### config.mk
export PLATFORM = sky130hd
export DESIGN_NAME = mcp300x_responder
export DESIGN_NICKNAME = d
export VERILOG_FILES = /design/src/rtl/mcp300x_pkg.sv /design/src/rtl/spi_in_sync.sv /design/src/rtl/mcp300x_responder.sv
export SDC_FILE = /design/constraint.sdc
export NUM_CORES = 1
export LEC_CHECK = 0
export CELL_PAD_IN_SITES_DETAIL_PLACEMENT = 0
export CELL_PAD_IN_SITES_GLOBAL_PLACEMENT = 1
export CORE_UTILIZATION = 45
export CTS_CLUSTER_DIAMETER = 120
export DETAILED_ROUTE_END_ITERATION = 8
export PLACE_DENSITY_LB_ADDON = 0.3
export SYNTH_ARGS = -nofsm -noshare
export SYNTH_HDL_FRONTEND = slang
export SYNTH_SLANG_ARGS = --single-unit
### constraint.sdc
create_clock -name clk_i -period 3.5 [get_ports clk_i]
set_input_delay 0.525 -clock clk_i [delete_from_list [all_inputs] [get_ports clk_i]]
set_output_delay 0.525 -clock clk_i [all_outputs]
set_load 0.02 [all_outputs]
### src/rtl/mcp300x_pkg.sv
// Shared MCP300x definitions: responder state encoding and frame sizes.
// Imported by the responder and by the matching SPI master.
package mcp300x_pkg;

  localparam int MCP300X_DATA_W   = 10;
  localparam int MCP300X_CMD_BITS = 4;

  typedef enum logic [2:0] {
    ST_IDLE,
    ST_WAIT_START,
    ST_CMD,
    ST_SAMPLE,
    ST_NULL,
    ST_DATA,
    ST_DONE
  } state_t;

  // A CS rise in these states cuts a transfer short.
  function automatic logic abortable(input state_t s);
    return s inside {ST_CMD, ST_SAMPLE, ST_NULL, ST_DATA};
  endfunction

endpackage

### src/rtl/spi_in_sync.sv
// Synchronizer chain with registered rise/fall detection for one SPI pin.
// Edges are suppressed until the chain holds only real pin samples.
module spi_in_sync #(
  parameter int   SYNC_STAGES = 2,
  parameter logic RST_VAL     = 1'b0
) (
  input  logic clk_i,
  input  logic rst_i,
  input  logic pin,
  output logic level,
  output logic rise,
  output logic fall
);

  logic [SYNC_STAGES-1:0] chain;
  logic [SYNC_STAGES:0]   vld;
  logic                   prev;

  // vld tracks which flops still hold the reset preset rather than pin data.
  always_ff @(posedge clk_i) begin
    if (!rst_i) begin
      chain <= {SYNC_STAGES{RST_VAL}};
      prev  <= RST_VAL;
      vld   <= '0;
      rise  <= 1'b0;
      fall  <= 1'b0;
    end else begin
      chain <= {chain[SYNC_STAGES-2:0], pin};
      prev  <= chain[SYNC_STAGES-1];
      vld   <= {vld[SYNC_STAGES-1:0], 1'b1};
      rise  <= vld[SYNC_STAGES] & chain[SYNC_STAGES-1] & ~prev;
      fall  <= vld[SYNC_STAGES] & ~chain[SYNC_STAGES-1] & prev;
    end
  end

  assign level = prev;

endmodule

### src/rtl/mcp300x_responder.sv
// SPI-slave model of an MCP3004/3008 ADC in the system clock domain.
// Decodes start/SGL/D2..D0 and returns a user-supplied 10-bit sample.
module mcp300x_responder
  import mcp300x_pkg::*;
#(
  parameter int SYNC_STAGES = 2
) (
  input  logic                      clk_i,
  input  logic                      rst_i,
  input  logic                      ad_ncs_i,
  input  logic                      ad_clk_i,
  input  logic                      ad_din_i,
  output logic                      ad_dout_o,
  output logic                      ad_dout_oe_o,
  output logic                      req_o,
  output logic                      single_o,
  output logic [2:0]                chn_o,
  input  logic [MCP300X_DATA_W-1:0] data_i,
  output logic                      eoc_o,
  output logic                      abort_o
);

  logic cs_lvl, cs_rise, cs_fall;
  logic sck_rise, sck_fall, unused_sck_lvl;
  logic din_lvl, unused_din_rise, unused_din_fall;
  logic sck_r, sck_f;

  spi_in_sync #(.SYNC_STAGES(SYNC_STAGES), .RST_VAL(1'b1)) u_cs (
    .clk_i (clk_i),
    .rst_i (rst_i),
    .pin   (ad_ncs_i),
    .level (cs_lvl),
    .rise  (cs_rise),
    .fall  (cs_fall)
  );

  spi_in_sync #(.SYNC_STAGES(SYNC_STAGES), .RST_VAL(1'b0)) u_sck (
    .clk_i (clk_i),
    .rst_i (rst_i),
    .pin   (ad_clk_i),
    .level (unused_sck_lvl),
    .rise  (sck_rise),
    .fall  (sck_fall)
  );

  spi_in_sync #(.SYNC_STAGES(SYNC_STAGES), .RST_VAL(1'b0)) u_din (
    .clk_i (clk_i),
    .rst_i (rst_i),
    .pin   (ad_din_i),
    .level (din_lvl),
    .rise  (unused_din_rise),
    .fall  (unused_din_fall)
  );

  assign sck_r = sck_rise & ~cs_lvl;
  assign sck_f = sck_fall & ~cs_lvl;

  state_t                    state;
  logic [3:0]                cnt;
  logic [2:0]                cmd;
  logic [MCP300X_DATA_W-1:0] sr;

  always_ff @(posedge clk_i) begin
    if (!rst_i) begin
      state        <= ST_IDLE;
      cnt          <= '0;
      cmd          <= '0;
      sr           <= '0;
      ad_dout_o    <= 1'b0;
      ad_dout_oe_o <= 1'b0;
      req_o        <= 1'b0;
      eoc_o        <= 1'b0;
      abort_o      <= 1'b0;
      single_o     <= 1'b0;
      chn_o        <= '0;
    end else begin
      req_o   <= 1'b0;
      eoc_o   <= 1'b0;
      abort_o <= 1'b0;
      if (cs_rise) begin
        state        <= ST_IDLE;
        ad_dout_o    <= 1'b0;
        ad_dout_oe_o <= 1'b0;
        abort_o      <= abortable(state);
      end else begin
        unique case (state)
          ST_IDLE: begin
            if (cs_fall) state <= ST_WAIT_START;
          end
          ST_WAIT_START: begin
            if (sck_r && din_lvl) begin
              state <= ST_CMD;
              cnt   <= '0;
            end
          end
          ST_CMD: begin
            if (sck_r) begin
              cmd <= {cmd[1:0], din_lvl};
              cnt <= cnt + 4'd1;
              if (cnt == 4'(MCP300X_CMD_BITS - 1)) begin
                single_o <= cmd[2];
                chn_o    <= {cmd[1:0], din_lvl};
                req_o    <= 1'b1;
                cnt      <= '0;
                state    <= ST_SAMPLE;
              end
            end
          end
          // cnt marks that the sample-clock rising edge has passed.
          ST_SAMPLE: begin
            if (sck_r) begin
              cnt <= 4'd1;
            end else if (sck_f && cnt == 4'd1) begin
              sr           <= data_i;
              ad_dout_o    <= 1'b0;
              ad_dout_oe_o <= 1'b1;
              cnt          <= '0;
              state        <= ST_NULL;
            end
          end
          ST_NULL: begin
            if (sck_f) begin
              ad_dout_o <= sr[MCP300X_DATA_W-1];
              sr        <= {sr[MCP300X_DATA_W-2:0], 1'b0};
              cnt       <= cnt + 4'd1;
              if (cnt == 4'(MCP300X_DATA_W - 1)) state <= ST_DATA;
            end
          end
          ST_DATA: begin
            if (sck_r) begin
              eoc_o <= 1'b1;
              state <= ST_DONE;
            end
          end
          ST_DONE: begin
            if (sck_f) ad_dout_o <= 1'b0;
          end
          default: state <= ST_IDLE;
        endcase
      end
    end
  end

endmodule

* Word level (Yosys, flattened, before mapping)
Index checks and enable logic that the tools add are counted.
Widths: inputs -> output; s select.
** Cells by class
- Reductions and logical operators :: 18
- Eq/ne operators :: 20
- Divide/modulo/power cells :: 0
- Bitwise gates (word level) :: 20
- Magnitude comparators :: 0
- Shift operators :: 0
- $add $sub $neg :: 1
- $mul :: 0
- Mux-type cells :: 30
** Operator list (number)
- $mux 10 :: 3
- $mux 3 :: 9
- $mux 4 :: 6
- $pmux 3 s7 :: 1
- $pmux 10 s2 :: 1
- $pmux 4 s4 :: 1
- $ne 2x2->1 const B :: 6
- $and 1x1->1 :: 10
- $not 1->1 :: 10
- $reduce_and 10->1 :: 1
- $reduce_and 5->1 :: 2
- $eq 3x3->1 const B :: 3
- $mux 1 :: 8
- $ne 2x1->1 const B :: 4
- $reduce_bool 4->1 :: 2
- $eq 3x2->1 const B :: 2
- $reduce_and 3->1 :: 2
- $reduce_and 6->1 :: 1
- $add 4x1->4 const B :: 1
- $eq 4x1->1 const B :: 1
- $eq 4x2->1 const B :: 1
- $eq 4x4->1 const B :: 1
- $reduce_and 4->1 :: 1
- $reduce_or 4->1 :: 1
- 10 further kinds :: 11
** Storage, ports and cells
- Memories kept :: 0
- Bits in writable memories :: 0
- ROM bits :: 0
- Input port bits :: 15
- Register bits :: 48
- Bits in latches :: 0

* Longest topological paths before layout
Gate-level depths: netlist of run 1.
- Depth after elaboration :: 6
- Gate-level depth with buffers :: 8

* Cells and area by module
From an unflattened synthesis of run 1, not the netlist that was laid out.
** Second synthesis, totals
- Cell total of the unflattened synthesis :: 205
- Area total of the unflattened synthesis :: 2118.3 µm²
** Modules (own cells, without submodules)
- mcp300x_responder :: area each 1468.9 µm², instances 1, cells an instance 160
- spi_in_sync (u_din ...) :: area each 217.7 µm², instances 2, cells an instance 15
- spi_in_sync (u_cs) :: area each 214.0 µm², instances 1, cells an instance 15

* Least setup slack after synthesis of run 1
Ideal clock, no wire load.
- Path kind :: register to register
- Start :: reg cnt[0]
- End :: reg sr[3]
- Setup time :: 0.079 ns
- Required time :: 3.421 ns
- Path buffers :: 1
- Cell stages (with the launch flop) :: 8
- Clock period less this slack :: 1.989 ns
- Setup slack :: 1.511 ns
- Arrival time :: 1.910 ns
- Cell sequence :: dfxtp_1 > ha_1 > nor3b_1 > or4b_4 > a21oi_4 > buf_6 > nor2_2 > a211oi_2
** Between the ends
- Word-level cells in the longest chain between the ends :: 4
** RTL lines
- start, declared :: RTL line mcp300x_responder.sv:59 : logic [3:0] cnt;
- start signal, assigned :: RTL line mcp300x_responder.sv:99 : cnt <= cnt + 4'd1;
- start signal, assigned :: RTL line mcp300x_responder.sv:125 : cnt <= cnt + 4'd1;
- $eq 4x1->1 :: RTL line mcp300x_responder.sv:113 : end else if (sck_f && cnt == 4'd1) begin
- $logic_and 1x1->1 :: RTL line mcp300x_responder.sv:113
- $ne 2x1->1 (no source line)
- $reduce_and 5->1 (no source line)
- end signal, assigned :: RTL line mcp300x_responder.sv:114 : sr <= data_i;
- end signal, assigned :: RTL line mcp300x_responder.sv:124 : sr <= {sr[MCP300X_DATA_W-2:0], 1'b0};
- end, declared :: RTL line mcp300x_responder.sv:61 : logic [MCP300X_DATA_W-1:0] sr;
Every way passes these cells.
A chain may end at the register's enable or synchronous reset.

* Worst setup path after layout of run 1
- Start :: reg cnt[0]
- End :: reg sr[0]
Same word-level chain as after synthesis.

==> results of run 1 <==
==> flip-flops by register name, summed over array words and instances, names as in the netlist <==
| register | cells |
|---|---|
| sr | 10 |
| cnt | 4 |
| chn_o | 3 |
| cmd | 3 |
| state | 3 |
| u_sck.vld | 3 |
| u_cs.chain | 2 |
| u_din.chain | 2 |
| u_sck.chain | 2 |
| abort_o | 1 |
| ad_dout_o | 1 |
| ad_dout_oe_o | 1 |
| eoc_o | 1 |
| req_o | 1 |
| single_o | 1 |
| u_cs.fall | 1 |
| u_cs.level | 1 |
| u_cs.rise | 1 |
| u_din.level | 1 |
| u_sck.fall | 1 |
| u_sck.level | 1 |
| u_sck.rise | 1 |
==> layer usage <==
layer  up-vias  GRT usage [%]  share of wire (%)
met5         -              0                  0
met4         0          7.447                1.3
met3         6          5.651                4.3
met2        28          28.79                 48
met1       667          18.33                 46
li1        707              -                  -
==> per-stage QoR <==
| step | setup WS (ns) | total power [mW] |
|---|---|---|
| CTS | 1.165 | 1.180 |
| floorplan | 1.511 | 0.7604 |
| finish | 1.188 | 1.173 |
| detailed placement | 1.187 | 0.8139 |
| global route | 0.9958 | 1.228 |
| global placement | 1.273 | 0.8044 |
==> path summary, 6_finish.rpt <==
| path | startpoint | endpoint | slack [ns] | cells past startpoint |
|---|---|---|---|---|
| worst max register to register | cnt[0] | sr[0] | 1.19 | 6 |
| worst min register to register | u_sck.level | u_sck.rise | 0.42 | 1 |
| worst min-delay path | u_sck.level | u_sck.rise | 0.42 | 1 |
| worst max-delay path | cnt[0] | sr[0] | 1.19 | 6 |
==> cell usage after synthesis (2+ instances only) <==
| master | n | area (um2) |
|---|---|---|
| or2_2 | 2 | 12.51 |
| a211oi_1 | 9 | 67.56 |
| clkbuf_1 | 5 | 18.77 |
| mux2i_1 | 19 | 190.2 |
| nor3_1 | 2 | 10.01 |
| a31o_2 | 2 | 17.52 |
| and3_1 | 2 | 12.51 |
| nand3_1 | 2 | 10.01 |
| dfxtp_1 | 45 | 900.9 |
| nor3b_1 | 7 | 52.55 |
| inv_1 | 6 | 22.52 |
| a31oi_1 | 2 | 12.51 |
| nand2b_1 | 6 | 37.54 |
| nand2_1 | 3 | 11.26 |
| nor2b_1 | 4 | 25.02 |
| ha_1 | 2 | 25.02 |
| buf_2 | 3 | 15.01 |
| a21oi_1 | 5 | 25.02 |
| and2_1 | 9 | 56.30 |
| o31ai_1 | 2 | 15.01 |
| o21ai_0 | 3 | 15.01 |
| nor2_1 | 22 | 82.58 |
| a32o_1 | 3 | 30.03 |
==> layout make-up <==
cell class,count,area share (%)
clock inverters,2,1.546
multi-input cells,126,41.08
inverters,6,0.9939
repair buffers,25,10.82
clock buffers,5,3.037
well taps,50,2.761
flip-flops and latches,45,39.76
==> power by group through the flow <==
stage	Combinational [mW]	Clock, mW	Sequential (mW)
3_5_place_dp	0.229	0	0.585
4_1_cts	0.232	0.374	0.574
3_3_place_gp	0.220	0	0.585
5_1_grt	0.256	0.394	0.579
6_report	0.233	0.365	0.575
2_1_floorplan	0.200	0	0.560
==> cell families (layout without fill, tap and decap cells) <==
group | after synthesis | in the layout | share of synthesized area, %
and+or+nand+nor | 69 | 69 | 22.00
DFF | 45 | 45 | 47.43
adders and majority gates | 2 | 2 | 1.317
xor gates and xnor gates | 2 | 2 | 0.9224
buffers and inverters | 15 | 38 | 3.557
AOI/OAI and AO/OA | 34 | 34 | 14.76
muxes | 19 | 19 | 10.01
==> run metrics, run 1 <==
outcome=complete, no violations; Seq/Total Area, Yosys=47.43%; Core Util, Final=56.24%; mapped cell area=1899 um2; worst slew pin tran=0.6905 ns; Via density=5.436; worst IR drop on VDD=266.9 uV; Synth Net Count=203; CTS tree=built; Placed Instance Area=2162 um2; crit-path cells=ha_1, nor3b_1, or4b_4, a21oi_4, mux2i_1, nor2_1; fraction of layout instances using a drive strength above 1=10.05%; Hold Vio Cnt, Final=0; Max-Slew Margin vs Limit=53.92%; largest net degree at the start of global routing=23; Worst Path Required=3.66 ns; Setup Fix Bufs, Post-CTS=0; critical path type=reg2reg; #FFs+latches synth=45; Hold WS=0.4155 ns; clk_lat worst skew=0.29 ns; GRT Total Usage=16.70%; DRT Pass-1 Iters=4; register area=about 900 um2; Total Die Area=4484 um2; most frequent cells in the layout=dfxtp_1 (45), clkdlybuf4s50_1 (23), nor2_1 (22); Post-synth EDFFs=0; most common cell after layout, fill and taps aside=dfxtp_1; htree depth=2; Clock Skew=0.004605 ns; Boundary Pins=24; Setup TNS Final=0 ns; Final GP Congestion=0.8096; remaining antenna violation count after routing=0; final setup fails=0; number of remaining DRC errors=0; CP max FO=19; CP Capture Type=flip-flop; Pwr per Cell Area=a little over 500 nW/um2; clock group share of total power=31.1%; Antenna Diode Count=0; global-route wire length before repair=5.602 mm; Finished Layout Cells=259; crit path DAT=approximately 2.5 ns; # hold bufs at CTS=0; HPWL after detailed placement=2.370 mm; Top FF cell, synth=dfxtp_1; NetSw=0.3185 mW; clock sinks=45; chip height=between 60 and 70 um; Die X=66.97 um; Placed Instances=~250; max capacitance violation total=0; post-route cell area=2266 um2; Synth warnings=0; Slowest cell on crit path=or4b_4; max-slew violation count=0; CTS-repair resized insts=0; share of power burned in registers=49.0%; Worst Setup Start Kind=flip-flop; initial core utilization=47.14%; crit-path max cell delay=between 0.5 and 0.6 ns; num rows=23; fill count=around 370; Post-Syn Instances=186; fin nets=226; Syn-to-layout area delta=19.30%; critical path buffer and inverter count=0; Port Buf Inserts=23; clk buf depth=2; Switching Fraction=between 20% and 30%; FMAX=roughly 430 MHz; root buf cell=clkbuf_8; vias=1408; Final Critical Period=about 2.3 ns; Avg WL per Cell=~13 um; Comb power frac=19.9%; Initial DRC Count=35; final wirelength=3.444 mm; P_leak=0.8637 nW; vias in the first global route=1351; fraction of registers with async set/reset=0%; number of distinct library cells after synthesis=44; clock buffer count from CTS=5; RSZ-0062 raised after global routing=false; global route overflow=0; multi-input logic area=930.9 um2; cell internal pwr=0.8549 mW; worst min-delay path class=reg2reg; Top delay family on crit path=simple AND/OR/NAND/NOR gates; core area=approximately 4000 um2; Mean Syn Cell Area=slightly above 10 um2; clock transition at the registers of the reported paths=approximately 0.07 ns; initial antenna violation count=0; Tcrit/Tclk final=between 60% and 70%
No activity file was read; power rests on OpenSTA's default activity.
==> run 2, diff against run 1 <==
- CORE_UTILIZATION: 45 -> 38
- clock period: 3.5 -> 1.9 ns (I/O delays scaled with it)
==> run metrics, run 2 (synthesized netlist as in run 1, its figures left out) <==
clk buf depth=2 (unchanged); Worst Path Required=2.08 ns (-1.58 ns); max capacitance violation total=0 (unchanged); Hold WS=0.4110 ns (-0.004451 ns); Most flops, register=sr; chip height=72.70 um (+8.6%); worst min-delay path class=reg2reg; Hold Startpoint=u_sck.level; WHS Path Cells=1 (unchanged); htree depth=2 (unchanged); final setup fails=1 (+1); top flop regs=sr (10), cnt (4); Total Die Area=5285 um2 (+18%); Final Critical Period=1.913 ns (-0.3991 ns); RSZ-0062 raised after global routing=true; Hold Vio Cnt, Final=0 (unchanged); # hold bufs at CTS=0 (unchanged); global-route wire length before repair=6.513 mm (+16%); CP Capture Type=flip-flop; Largest register FFs=10 (unchanged); failing checks=negative setup slack; Max-Slew Margin vs Limit=64.61% (+11 points); critical path type=reg2reg; worst IR drop on VDD=588.6 uV (+120%); clk_lat worst skew=0.30 ns (about the same); final wirelength=3.791 mm (+10%); fraction of layout instances using a drive strength above 1=23.68% (+14 points); clock sinks=45 (unchanged); worst r2r src=cnt[1]; critical path buffer and inverter count=2 (+2); core area=4755 um2 (+18%); Clock Skew=0.01121 ns (+0.006600 ns); CTS tree=built; vias in the first global route=1472 (+9.0%); worst slew pin tran=0.5263 ns (-0.1642 ns); fin nets=244 (+8.0%); Boundary Pins=24 (unchanged); Tcrit/Tclk final=100.7% (+35 points); P_leak=0.9895 nW (+15%); vias=1476 (+4.8%); largest net degree at the start of global routing=17 (-26%); Via density=5.003 (-8.0%); DRT Pass-1 Iters=4 (unchanged); CP max FO=16 (-3); Port Buf Inserts=23 (unchanged); clock buffer count from CTS=5 (unchanged); reg2reg setup slack=-0.01 ns (-1.20 ns); number of remaining DRC errors=0 (unchanged); clock transition at the registers of the reported paths=0.08 ns (about the same); initial antenna violation count=0 (unchanged); Finished Layout Cells=295 (+14%); Reg2Reg Capture Point=sr[0]; Final WS setup=-0.01321 ns (-1.201 ns); crit path DAT=2.10 ns (-0.37 ns); most frequent cells in the layout=dfxtp_1 (40), clkdlybuf4s50_1 (23), nor2_1 (22); worst r2r path cells=8 (+2); Die X=72.70 um (+8.6%); Top delay family on crit path=simple AND/OR/NAND/NOR gates; GRT Total Usage=15.96% (-0.74 points); Syn-to-layout area delta=33.73%; remaining antenna violation count after routing=0 (unchanged); global route overflow=0 (unchanged); outcome=finished, violations left; Setup TNS Final=-0.01321 ns (-0.01321 ns); Worst Setup Start Kind=flip-flop; FMAX=522.7 MHz (+21%); hold endpoint=u_sck.rise; Placed Instances=282 (+12%); Initial DRC Count=121 (+250%); Slowest cell on crit path=or4b_4; num rows=25 (+8.7%); crit-path cells=inv_2, ha_4, nor3b_4, or4b_4, a21oi_4, buf_12, mux2i_1, nor2_1; Final GP Congestion=0.8559 (+5.7%); max-slew violation count=0 (unchanged); initial core utilization=39.95% (-7.2 points); HPWL after detailed placement=2.710 mm (+14%); Antenna Diode Count=0 (unchanged); crit-path max cell delay=0.51 ns (-0.04 ns); Pwr per Cell Area=971.7 nW/um2 (+88%); Avg WL per Cell=12.85 um (-3.4%); most common cell after layout, fill and taps aside=dfxtp_1; root buf cell=clkbuf_8
run 2: changes by cell type in the layout (fill, tap and decap cells not counted), moves of 2 or more:
| cell | change |
|---|---|
| buf_4 | +16 |
| o21ai_0 | -3 |
| a211oi_1 | -3 |
| dfxtp_1 | -5 |
| a211oi_2 | +3 |
| buf_12 | +2 |
| o21ai_1 | +3 |
| dfxtp_2 | +4 |
run 2: per-stage QoR:
step	setup WS (ns)	utilization, %	power, mW	area [um2]
CTS	-0.04158	52.79	2.463	2510
detailed placement	-0.1337	48.63	1.596	2312
global placement	-0.01561	48.63	1.582	2312
floorplan	0.003092	-	1.403	1906
global route	-0.09307	53.42	2.590	2540
finish	-0.01321	53.42	2.468	2540
run 2: report_power, final:
part | internal, mW | total, mW | switching [mW] | leakage, nW
sequential | 0.982 | 1.03 | 0.0461 | 0.368
combinational | 0.318 | 0.606 | 0.289 | 0.554
clock | 0.522 | 0.834 | 0.312 | 0.0681
run 2: area by class of cell:
| class | instances | area [um2] |
|---|---|---|
| multi-input cells | 126 | 984.7 |
| flip-flops and latches | 45 | 909.6 |
| well taps | 67 | 83.83 |
| fillers | 417 | 2215 |
| clock buffers | 5 | 68.82 |
| clock inverters | 3 | 65.06 |
| repair buffers | 43 | 405.4 |
| inverters | 6 | 22.52 |
run 2: layer usage:
metal,wire [um],up-vias,global-route usage (%),part of all wire (%)
li1,-,743,-,-
met1,1823,687,20.31,48
met2,1749,36,25.65,46
met3,146,10,4.282,3.9
met4,71,0,6.536,1.9
met5,0,-,0,0
run 2: worst reg2reg max path, stage by stage (launching register included):
cell	delay, ns
dfxtp_2	0.34
inv_2	0.06
ha_4	0.12
nor3b_4	0.21
or4b_4	0.51
a21oi_4	0.16
buf_12	0.16
mux2i_1	0.19
nor2_1	0.06
run 2: worst max-delay path by stage:
stage / startpoint / endpoint / slack [ns] / cells after the start
2_1_floorplan: cnt[1] / sr[3] / 0.003 / 8
6_report: cnt[1] / sr[0] / -0.01 / 8
3_5_place_dp: cnt[1] / state[1] / -0.13 / 6
3_3_place_gp: cnt[1] / state[1] / -0.02 / 6
4_1_cts: cnt[1] / sr[0] / -0.04 / 8
5_1_grt: cnt[1] / sr[0] / -0.09 / 8
run 2: what timing repair did:
item                       4_1_cts  5_1_grt
setup endpoints to repair       17       17
pin swaps                        2        4
setup buffers                    5        0
hold endpoints to repair         0        0
resized for setup                9       10
